### config.mk
export PLATFORM = sky130hd
export DESIGN_NAME = seed_random_1_card_dealer
export DESIGN_NICKNAME = d
export VERILOG_FILES = /design/src/rtl/seed_random_1_card_dealer_pkg.sv /design/src/rtl/seed_random_1_card_dealer_decode.sv /design/src/rtl/seed_random_1_card_dealer.sv
export SDC_FILE = /design/constraint.sdc
export NUM_CORES = 1
export LEC_CHECK = 0
export CORE_MARGIN = 2
export CORE_UTILIZATION = 60
export CTS_BUF_LIST = sky130_fd_sc_hd__clkbuf_8
export CTS_CLUSTER_DIAMETER = 80
export CTS_CLUSTER_SIZE = 14
export DETAILED_ROUTE_END_ITERATION = 6
export PLACE_DENSITY = 0.82
export SKIP_LAST_GASP = 1
export SLEW_MARGIN = 15
export SYNTH_ARGS = -nofsm -noshare
export SYNTH_HDL_FRONTEND = slang
export SYNTH_HIERARCHICAL = 1
export SYNTH_SLANG_ARGS = --single-unit
### constraint.sdc
create_clock -name clk_cd_i -period 3.1 [get_ports clk_cd_i]
set_input_delay 0.62 -clock clk_cd_i [delete_from_list [all_inputs] [get_ports clk_cd_i]]
set_output_delay 0.62 -clock clk_cd_i [all_outputs]
set_load 0.01 [all_outputs]
### src/rtl/seed_random_1_card_dealer_pkg.sv
// Shared constants, FSM encoding, card payload and seed reduction for the card dealer.
package seed_random_1_card_dealer_pkg;

   localparam int unsigned DECK_SIZE      = 52;
   localparam int unsigned SEED_W         = 8;
   localparam int unsigned CARD_W         = 6;
   localparam int unsigned RANKS_PER_SUIT = 13;
   localparam int unsigned FACE_POINTS    = 10;
   localparam int unsigned SEED_BOUND     = 2 * DECK_SIZE;

   typedef enum logic [1:0] {
      ST_IDLE    = 2'd0,
      ST_PROBE   = 2'd1,
      ST_DELIVER = 2'd2
   } state_e;

   typedef struct packed {
      logic [CARD_W-1:0] id;
      logic [3:0]        rank;
      logic [1:0]        suit;
      logic [3:0]        points;
   } card_t;

   // Fold the 0..103 counter range onto a deck index; anything larger starts at 0.
   function automatic logic [CARD_W-1:0] reduce_seed(input logic [SEED_W-1:0] seed);
      if (seed < SEED_W'(DECK_SIZE)) begin
         return CARD_W'(seed);
      end else if (seed < SEED_W'(SEED_BOUND)) begin
         return CARD_W'(seed - SEED_W'(DECK_SIZE));
      end else begin
         return '0;
      end
   endfunction

endpackage

### src/rtl/seed_random_1_card_dealer_decode.sv
// Combinational card decode: id -> rank (1..13), suit (0..3), blackjack points.
module seed_random_1_card_decode
   import seed_random_1_card_dealer_pkg::*;
(
   input  logic [CARD_W-1:0] card_id_i,
   output card_t             card_c
);

   logic [CARD_W-1:0] base;
   logic [1:0]        suit;
   logic [3:0]        rank;

   always_comb begin
      suit = 2'd0;
      base = '0;
      if (card_id_i >= CARD_W'(3 * RANKS_PER_SUIT)) begin
         suit = 2'd3;
         base = CARD_W'(3 * RANKS_PER_SUIT);
      end else if (card_id_i >= CARD_W'(2 * RANKS_PER_SUIT)) begin
         suit = 2'd2;
         base = CARD_W'(2 * RANKS_PER_SUIT);
      end else if (card_id_i >= CARD_W'(RANKS_PER_SUIT)) begin
         suit = 2'd1;
         base = CARD_W'(RANKS_PER_SUIT);
      end
      rank = 4'(card_id_i - base + CARD_W'(1));
      card_c.id     = card_id_i;
      card_c.rank   = rank;
      card_c.suit   = suit;
      card_c.points = (rank > 4'(FACE_POINTS)) ? 4'(FACE_POINTS) : rank;
   end

endmodule

### src/rtl/seed_random_1_card_dealer.sv
// Card dealer: seeded linear probe over a dealt bitmap, one card per request.
// Optional burn-card behaviour enabled by SEED_RANDOM_1_DEALER_BURN_EN.
module seed_random_1_card_dealer
   import seed_random_1_card_dealer_pkg::*;
(
   input  logic              clk_cd_i,
   input  logic              rst_cd_i,
   input  logic [SEED_W-1:0] seed_idx_i,
   input  logic              draw_req_i,
   input  logic              shuffle_req_i,
   output logic              card_valid_o,
   output logic [CARD_W-1:0] card_id_o,
   output logic [3:0]        card_rank_o,
   output logic [1:0]        card_suit_o,
   output logic [3:0]        card_points_o,
   output logic              busy_o,
   output logic              deck_empty_o,
   output logic [CARD_W-1:0] cards_left_o,
   output logic              draw_err_o
);

   state_e                 state_q, state_d;
   logic [DECK_SIZE-1:0]   bitmap_q, bitmap_d;
   logic [CARD_W-1:0]      ptr_q, ptr_d;
   logic [CARD_W-1:0]      left_q, left_d;
   card_t                  card_q, card_d;
   logic                   valid_q, valid_d;
   logic                   err_q, err_d;
   logic                   busy_q, busy_d;
   logic                   shuf_pend_q, shuf_pend_d;
   logic [CARD_W-1:0]      ptr_next;
   card_t                  dec_c;
`ifdef SEED_RANDOM_1_DEALER_BURN_EN
   logic                   burn_pend_q, burn_pend_d;
   logic                   burning_q, burning_d;
`endif

   seed_random_1_card_decode u_decode (
      .card_id_i (ptr_q),
      .card_c    (dec_c)
   );

   assign ptr_next = (ptr_q == CARD_W'(DECK_SIZE - 1)) ? '0 : ptr_q + CARD_W'(1);

   always_ff @(posedge clk_cd_i) begin
      if (rst_cd_i) begin
         state_q     <= ST_IDLE;
         bitmap_q    <= '0;
         ptr_q       <= '0;
         left_q      <= CARD_W'(DECK_SIZE);
         card_q      <= '0;
         valid_q     <= 1'b0;
         err_q       <= 1'b0;
         busy_q      <= 1'b0;
         shuf_pend_q <= 1'b0;
`ifdef SEED_RANDOM_1_DEALER_BURN_EN
         burn_pend_q <= 1'b1;
         burning_q   <= 1'b0;
`endif
      end else begin
         state_q     <= state_d;
         bitmap_q    <= bitmap_d;
         ptr_q       <= ptr_d;
         left_q      <= left_d;
         card_q      <= card_d;
         valid_q     <= valid_d;
         err_q       <= err_d;
         busy_q      <= busy_d;
         shuf_pend_q <= shuf_pend_d;
`ifdef SEED_RANDOM_1_DEALER_BURN_EN
         burn_pend_q <= burn_pend_d;
         burning_q   <= burning_d;
`endif
      end
   end

   always_comb begin
      state_d     = state_q;
      bitmap_d    = bitmap_q;
      ptr_d       = ptr_q;
      left_d      = left_q;
      card_d      = card_q;
      valid_d     = 1'b0;
      err_d       = 1'b0;
      shuf_pend_d = shuf_pend_q;
`ifdef SEED_RANDOM_1_DEALER_BURN_EN
      burn_pend_d = burn_pend_q;
      burning_d   = burning_q;
`endif
      case (state_q)
         ST_IDLE: begin
            // Shuffle has priority; a coincident draw is dropped.
            if (shuffle_req_i || shuf_pend_q) begin
               bitmap_d    = '0;
               left_d      = CARD_W'(DECK_SIZE);
               shuf_pend_d = 1'b0;
`ifdef SEED_RANDOM_1_DEALER_BURN_EN
               burn_pend_d = 1'b1;
`endif
            end else if (draw_req_i) begin
               if (left_q == '0) begin
                  err_d = 1'b1;
               end else begin
                  ptr_d   = reduce_seed(seed_idx_i);
                  state_d = ST_PROBE;
`ifdef SEED_RANDOM_1_DEALER_BURN_EN
                  burning_d   = burn_pend_q && (left_q >= CARD_W'(2));
                  burn_pend_d = 1'b0;
`endif
               end
            end
         end
         ST_PROBE: begin
            if (shuffle_req_i) shuf_pend_d = 1'b1;
            if (!bitmap_q[ptr_q]) begin
               bitmap_d[ptr_q] = 1'b1;
               left_d          = (left_q == '0) ? '0 : left_q - CARD_W'(1);
`ifdef SEED_RANDOM_1_DEALER_BURN_EN
               if (burning_q) begin
                  burning_d = 1'b0;
                  ptr_d     = ptr_next;
               end else begin
                  card_d  = dec_c;
                  valid_d = 1'b1;
                  state_d = ST_DELIVER;
               end
`else
               card_d  = dec_c;
               valid_d = 1'b1;
               state_d = ST_DELIVER;
`endif
            end else begin
               ptr_d = ptr_next;
            end
         end
         ST_DELIVER: begin
            if (shuffle_req_i) shuf_pend_d = 1'b1;
            state_d = ST_IDLE;
         end
         default: state_d = ST_IDLE;
      endcase
      busy_d = (state_d != ST_IDLE);
   end

   assign card_valid_o  = valid_q;
   assign card_id_o     = card_q.id;
   assign card_rank_o   = card_q.rank;
   assign card_suit_o   = card_q.suit;
   assign card_points_o = card_q.points;
   assign busy_o        = busy_q;
   assign cards_left_o  = left_q;
   assign deck_empty_o  = (left_q == '0);
   assign draw_err_o    = err_q;

endmodule

Word level (Yosys, flattened, before mapping) --
Cells that the tools add are included.
Word-level totals: output and inout bits 26, word-level logic and storage cells 90, input bits 12, bits in registers 86
Operators by class: reductions and logical operators 14, mux-type cells 36, $lt $le $gt $ge 8, bitwise logic cells 5, add/subtract/negate cells 5, equal/unequal tests 10
Operator list (count):
- $mux W52 | 2
- $pmux W52 S2 | 1
- $mux W6 | 10
- $or A52 B52 Y52 | 1
- $pmux W6 S2 | 2
- $mux W4 | 4
- $mux W2 | 6
- $ne A2 B2 Y1 const B | 6
- $lt A8 B6 Y1 const B | 1
- $lt A8 B7 Y1 const B | 1
- $lt A6 B7 Y1 const B | 1
- $mux W1 | 7
- $add A6 B1 Y6 const B | 1
- $bmux W1 S6 | 1
- $demux W1 S6 | 1
- $eq A6 B6 Y1 const B | 1
- $ge A6 B1 Y1 const B | 1
- $ge A6 B4 Y1 const B | 1
- $ge A6 B5 Y1 const B | 1
- $ge A6 B6 Y1 const B | 1
- $logic_not A6 Y1 | 1
- $reduce_and A3 Y1 | 2
- $reduce_bool A2 Y1 | 3
- $sub A6 B1 Y6 const B | 1
- 17 further kinds | 21

Logic depth before layout (Yosys ltp) --
Gate-level depths: netlist of run 1.
word-level depth 8, gate-level depth with buffers 12, gate-level depth less buffers 12

Hierarchy --
Netlist of run 1, hierarchy kept.
Modules (own cells, without submodules):
- seed_random_1_card_dealer | instances 1, area each 4052.6 um2, seq. area each 1721.7 um2, cells an instance 467
- seed_random_1_card_decode | instances 1, area each 277.8 um2, seq. area each 0.0 um2, cells an instance 33

Worst setup path after synthesis of run 1 --
OpenSTA, ideal clock, no wires.
path type register -> register, start point register ptr_q[1], end point register card_q, in the netlist card_points_o[1], data required time 2.972 ns, arrival time 2.525 ns, cell stages (with the launch flop) 13, setup time 0.128 ns, clock period less this slack 2.653 ns, path slack 0.447 ns, path through dfxtp_1 -> o211ai_1 -> nand2b_1 -> ha_1 -> inv_1 -> ha_1 -> fa_1 -> xor2_1 -> xnor2_1 -> xor2_2 -> a21o_1 -> mux2i_1 -> nor2_1
RTL lines:
- from (decl) | RTL line seed_random_1_card_dealer.sv:24 | logic [CARD_W-1:0] ptr_q, ptr_d;
- from (signal assigned) | RTL line seed_random_1_card_dealer.sv:63 | ptr_q <= ptr_d;
- to (signal assigned) | RTL line seed_random_1_card_dealer.sv:65 | card_q <= card_d;
- to (decl) | RTL line seed_random_1_card_dealer.sv:26 | card_t card_q, card_d;

==> flow_summary.toml, run 1 <==
[run_status]
status = "finished, final reports clean"

[timing]
period_share = 0.941
hold_slack_ns = 0.469
rsz0062_at_grt = "false"
setup_viol = 0
min_period_ns = 2.92
finClkSkew_ns = 0.0111
tightest_slew_ns = 1.02
relSlewSlack = 0.313
fmax_ghz = 0.343
slew_violations = 0
hold_viol = 0
tns_ns = 0

[grt]
grt_max_degree = 53
grt_use_total = 0.283
grt_pass1_wl_um = 17300
grt-ovfl-total = 0
grt_pass1_vias = 3591
grt_antenna_before_repair = 0

[critical_path]
regToRegStartpoint = "ptr_q[1]"
slowest_stage = "fa_1"
end_kind = "register"
rrSetupSlack_ns = 0.18
critPathMaxFanout = 6
worstSetupStartpointType = "register"
r2r-end = "card_points_o[1]"
cp_top_family = "adder cells"
crit_buf_inv = 0
cp_cell_sequence = "o211ai_1 > nand2b_1 > a22oi_1 > ha_1 > fa_1 > xor2_1 > xnor2_1 > xor2_2 > a21o_1 > mux2i_1 > nor2_1"
critPathMaxStageDelay_ns = 0.45
arrival_ns = 3.16
cp.required_ns = 3.34
r2r_cells = 11
path_class = "register to register"

[yosys]
syn-cell-area_um2 = 4330
synth_edf_count = 0
ys_top_cells_by_area = "dfxtp_1 40%, nor2_1 8.8%, mux2i_1 6.0%"
synth_cells = 500
synth_area_leader_cell = "dfxtp_1"
yosysSeqAreaShare = 0.398
synth_seq_cells = 86
synth_nets = 522
async_flop_share = 0
synth_cell_types = 64
yosys_warnings = 6
synth_area_per_cell_um2 = 8.66
synth_flop_cell = "dfxtp_1"
synth_top_area_frac = 0.398

[detailed_routing]
viasPerCell = 6.19
drt_iter0_markers = 361
final_antenna_net_count = 0
num_vias = 3878
drt-total-wl_um = 10600
dr.pass1.iters = 5
wl_per_cell_um = 17.0
drc = 0

[clock_network]
cts_inserted_buffers = 9
hold_buffers = 0
htree_levels = 3
clk_path_buf_depth = 2
cts_resized = 0
tritoncts = "built"
cts_setup_buffers = 0
clk_pin_slew_worst_paths_ns = 0.08
cts_root_buf = "clkbuf_8"
cts_sinks = 86
clock_latency_ns = 0.37

[layout]
finalNetCount = 548
drive_above_1_share = 0.0998
utilization = 0.719
design_area_um2 = 4960
fillers = 554
syn2layout_area_growth_pct = 14.6
layout_common_cells = "102 x nor2_1, 86 x dfxtp_1, 37 x clkdlybuf4s50_1, 33 x a31oi_1, 26 x mux2i_1"
final_common_cell = "nor2_1"
n_antenna_cell = 0

[hold_path]
min_to = "bitmap_q[10]"
worst_hold_startpoint = "bitmap_q[10]"
hold_path.class = "register to register"
min_path_cells = 2

[pwr]
leakage_nw = 1.77
p_switching_mw = 0.891
power_mw = 2.67
clockPowerShare = 0.290
peakVddDrop_v = 0.000361
switching_share = 0.333
comb_power_share = 0.270
p_seq_frac = 0.440
power_density_nw_per_um2 = 539
p_int_mw = 1.78

[floorplan]
row_count = 30
chipWidth_um = 89.0
die-height_um = 89.0
initial_core_util = 0.627
core_um2 = 6910
die_area_um2 = 7910
io-pin-count = 38

[placed_design]
portBuffers = 37
hpwlAfterDp_um = 7220
gp_congestion = 0.877
placed_cell_area_um2 = 4770

[flow_run]
maxCapViolCount = 0
logic make-up after synthesis:
logic type                 count (synthesis)  synth area share
AOI/OAI and AO/OA                        117             0.181
xor gates and xnor gates                   6            0.0139
adders and majority gates                 10            0.0306
buffers and inverters                     58            0.0667
DFF                                       86             0.398
muxes                                     36             0.104
and+or+nand+nor                          187             0.206
metrics by stage:
stage | setup WS (ns) | instances
global route | 0.0271 | 627
detailed placement | 0.289 | 611
finish | 0.183 | 627
floorplan | 0.447 | 500
global placement | 0.382 | 611
CTS | 0.235 | 627
power by group through the flow:
stage	registers, mW	clock network, mW	logic (mW)
after floorplan	1.21	0	0.507
after global placement	1.20	0	0.698
after detailed placement	1.20	0	0.705
after CTS	1.18	0.789	0.711
after global routing	1.18	0.840	0.785
final	1.18	0.777	0.721
worst min-delay path, stage by stage (launching register included):
cell and delay [ns]:
dfxtp_1 0.33, a31oi_1 0.04, nor2_1 0.07
area by class of cell:
class                   count  area (um^2)  share of cell area
multi-input cells         356         2330               0.469
flip-flops and latches     86         1720               0.347
repair buffers             57          546               0.110
clock buffers               9          124              0.0250
well taps                  96          120              0.0242
clock inverters             7         65.1              0.0131
inverters                  16         60.1              0.0121
layer usage:
metal / share of wire / global-route usage
met2: 0.47 / 0.449
met1: 0.44 / 0.377
met3: 0.070 / 0.0766
met5: 0 / 0
met4: 0.022 / 0.0963
sequential cells by signal, indices dropped and copies added, names as in the netlist:
signal / flops
state_q: 2
card_valid_o: 1
card_rank_o: 4
card_id_o: 6
card_points_o: 4
draw_err_o: 1
shuf_pend_q: 1
cards_left_o: 6
busy_o: 1
bitmap_q: 52
ptr_q: 6
card_suit_o: 2
worst max-delay path by stage:
| stage | from | slack, ns | depth (start not counted) | end |
|---|---|---|---|---|
| after CTS | ptr_q[1] | 0.23 | 11 | card_points_o[1] |
| after detailed placement | ptr_q[1] | 0.29 | 11 | card_points_o[1] |
| after global routing | ptr_q[1] | 0.03 | 11 | card_points_o[0] |
| after floorplan | ptr_q[1] | 0.45 | 12 | card_points_o[1] |
| final | ptr_q[1] | 0.18 | 11 | card_points_o[1] |
| after global placement | ptr_q[2] | 0.38 | 9 | card_id_o[0] |
Yosys cell counts, types with 4 or more instances:
master	number
a211oi_1	6
a21oi_1	25
a22oi_1	4
a31oi_1	33
a41oi_1	10
buf_2	9
buf_4	10
clkbuf_1	20
dfxtp_1	86
ha_1	9
inv_1	15
mux2i_1	26
mux4_2	7
nand2_1	18
nand2b_1	7
nand3_1	10
nand3b_1	7
nand4_1	5
nor2_1	102
nor2b_1	5
nor3_1	7
o211ai_1	5
o21ai_0	10
or3_1	4
xor2_1	4
(Power assumes the default switching activity.)
==> run 2, diff against run 1 <==
- REMOVE_ABC_BUFFERS: default -> 1
==> flow_summary.toml, run 2 (synthesis results as in run 1) <==
[run_status]
status = "finished, final reports clean"

[critical_path]
cpMostUsedCell = "ha_1"
rrSetupSlack_ns = 0.14
path_depth = 12
cp_cell_sequence = "o211ai_1 > nand2b_1 > ha_1 > inv_1 > ha_1 > fa_1 > xor2_1 > xnor2_1 > xor2_2 > a21o_1 > mux2i_1 > nor2_1"
critPathMaxFanout = 6
crit_buf_inv = 1
end_kind = "register"
path_class = "register to register"
r2r_cells = 12
critPathMaxStageDelay_ns = 0.39
cp.required_ns = 3.35
slowest_stage = "dfxtp_1"
arrival_ns = 3.21
r2r-end = "card_points_o[1]"
regToRegStartpoint = "ptr_q[2]"
worstSetupStartpointType = "register"
cp_top_family = "adder cells"

[layout]
layout_common_cells = "102 x nor2_1, 86 x dfxtp_1, 37 x clkdlybuf4s50_1, 33 x a31oi_1, 26 x mux2i_1"
drive_above_1_share = 0.0983
final_common_cell = "nor2_1"
top_register = "bitmap_q"
largest_reg_flops = 52
n_antenna_cell = 0
syn2layout_area_growth_pct = 15.5
design_area_um2 = 5000
finalNetCount = 546

[detailed_routing]
num_vias = 3871
final_antenna_net_count = 0
drc = 0
drt_iter0_markers = 208
drt-total-wl_um = 10400
viasPerCell = 6.19
dr.pass1.iters = 6
wl_per_cell_um = 16.7

[placed_design]
gp_congestion = 0.938
portBuffers = 37
placed_cell_area_um2 = 4770
hpwlAfterDp_um = 7000

[clock_network]
clk_path_buf_depth = 2
tritoncts = "built"
cts_inserted_buffers = 9
cts_setup_buffers = 0
cts_root_buf = "clkbuf_8"
hold_buffers = 0
clock_latency_ns = 0.37
cts_resized = 0
htree_levels = 3
cts_sinks = 86
clk_pin_slew_worst_paths_ns = 0.09

[floorplan]
initial_core_util = 0.627
die-height_um = 89.0
io-pin-count = 38
chipWidth_um = 89.0
core_um2 = 6910
row_count = 30
die_area_um2 = 7910

[timing]
rsz0062_at_grt = "false"
tightest_slew_ns = 0.977
min_period_ns = 2.96
fmax_ghz = 0.338
relSlewSlack = 0.343
hold_viol = 0
period_share = 0.954
finClkSkew_ns = 0.0115
slew_violations = 0
setup_viol = 0

[hold_path]
min_path_cells = 2
min_to = "bitmap_q[6]"
hold_path.class = "register to register"
worst_hold_startpoint = "bitmap_q[6]"

[pwr]
leakage_nw = 1.77
power_density_nw_per_um2 = 559
peakVddDrop_v = 0.000399
power_mw = 2.80

[grt]
grt-ovfl-total = 0
grt_use_total = 0.275
grt_pass1_wl_um = 16800
grt_max_degree = 53
grt_antenna_before_repair = 0
grt_pass1_vias = 3539

[flow_run]
maxCapViolCount = 0
-- run 2: how the worst max path moves through the flow --
stage              from                to  slack (ns)
2_1_floorplan  ptr_q[0]   cards_left_o[2]       -0.66
3_3_place_gp   ptr_q[1]  card_points_o[1]        0.38
3_5_place_dp   ptr_q[1]  card_points_o[1]        0.20
4_1_cts        ptr_q[2]  card_points_o[1]        0.15
5_1_grt        ptr_q[2]  card_points_o[1]        0.03
6_report       ptr_q[2]  card_points_o[1]        0.14
-- run 2: metal layers --
metal | share of wire | track usage | vias to the layer above
li1 | - | - | 1847
met4 | 0.033 | 0.133 | 0
met5 | 0 | 0 | -
met2 | 0.47 | 0.433 | 168
met3 | 0.065 | 0.0563 | 29
met1 | 0.43 | 0.365 | 1827
-- run 2: worst min-delay path: stages, from the launching register on --
cell and delay [ns]:
dfxtp_1 0.33, a21oi_1 0.04, nor2_1 0.07
-- run 2: cell type report --
type / count / area [um^2]
inverter: 16 / 60.1
multi-input combinational: 356 / 2330
sequential: 86 / 1720
clock buffer: 10 / 138
tap: 96 / 120
fill: 536 / 1910
timing repair buffer: 55 / 543
clock inverter: 6 / 91.3
-- run 2: where the power goes --
group	internal (mW)	total, mW	switching [mW]	leakage, nW
clock network	0.482	0.898	0.416	0.117
logic	0.272	0.723	0.451	0.962
registers	1.14	1.18	0.0326	0.694
total	1.90	2.80	0.900	1.77
-- run 2: through the flow --
step	setup TNS (ns)	utilization	hold WS, ns	setup WS, ns	cells
6_report	0	0.724	0.473	0.142	625
5_1_grt	0	0.724	0.488	0.0302	625
3_3_place_gp	0	0.691	0.446	0.376	609
3_5_place_dp	0	0.691	0.453	0.204	609
4_1_cts	0	0.724	0.474	0.145	625
2_1_floorplan	-28.04	-	0.431	-0.656	458
==> run 3, diff against run 2 <==
- TNS_END_PERCENT: default -> 10
==> results of run 3 <==
Final layout, timing and power as in run 2 (identical DEF).
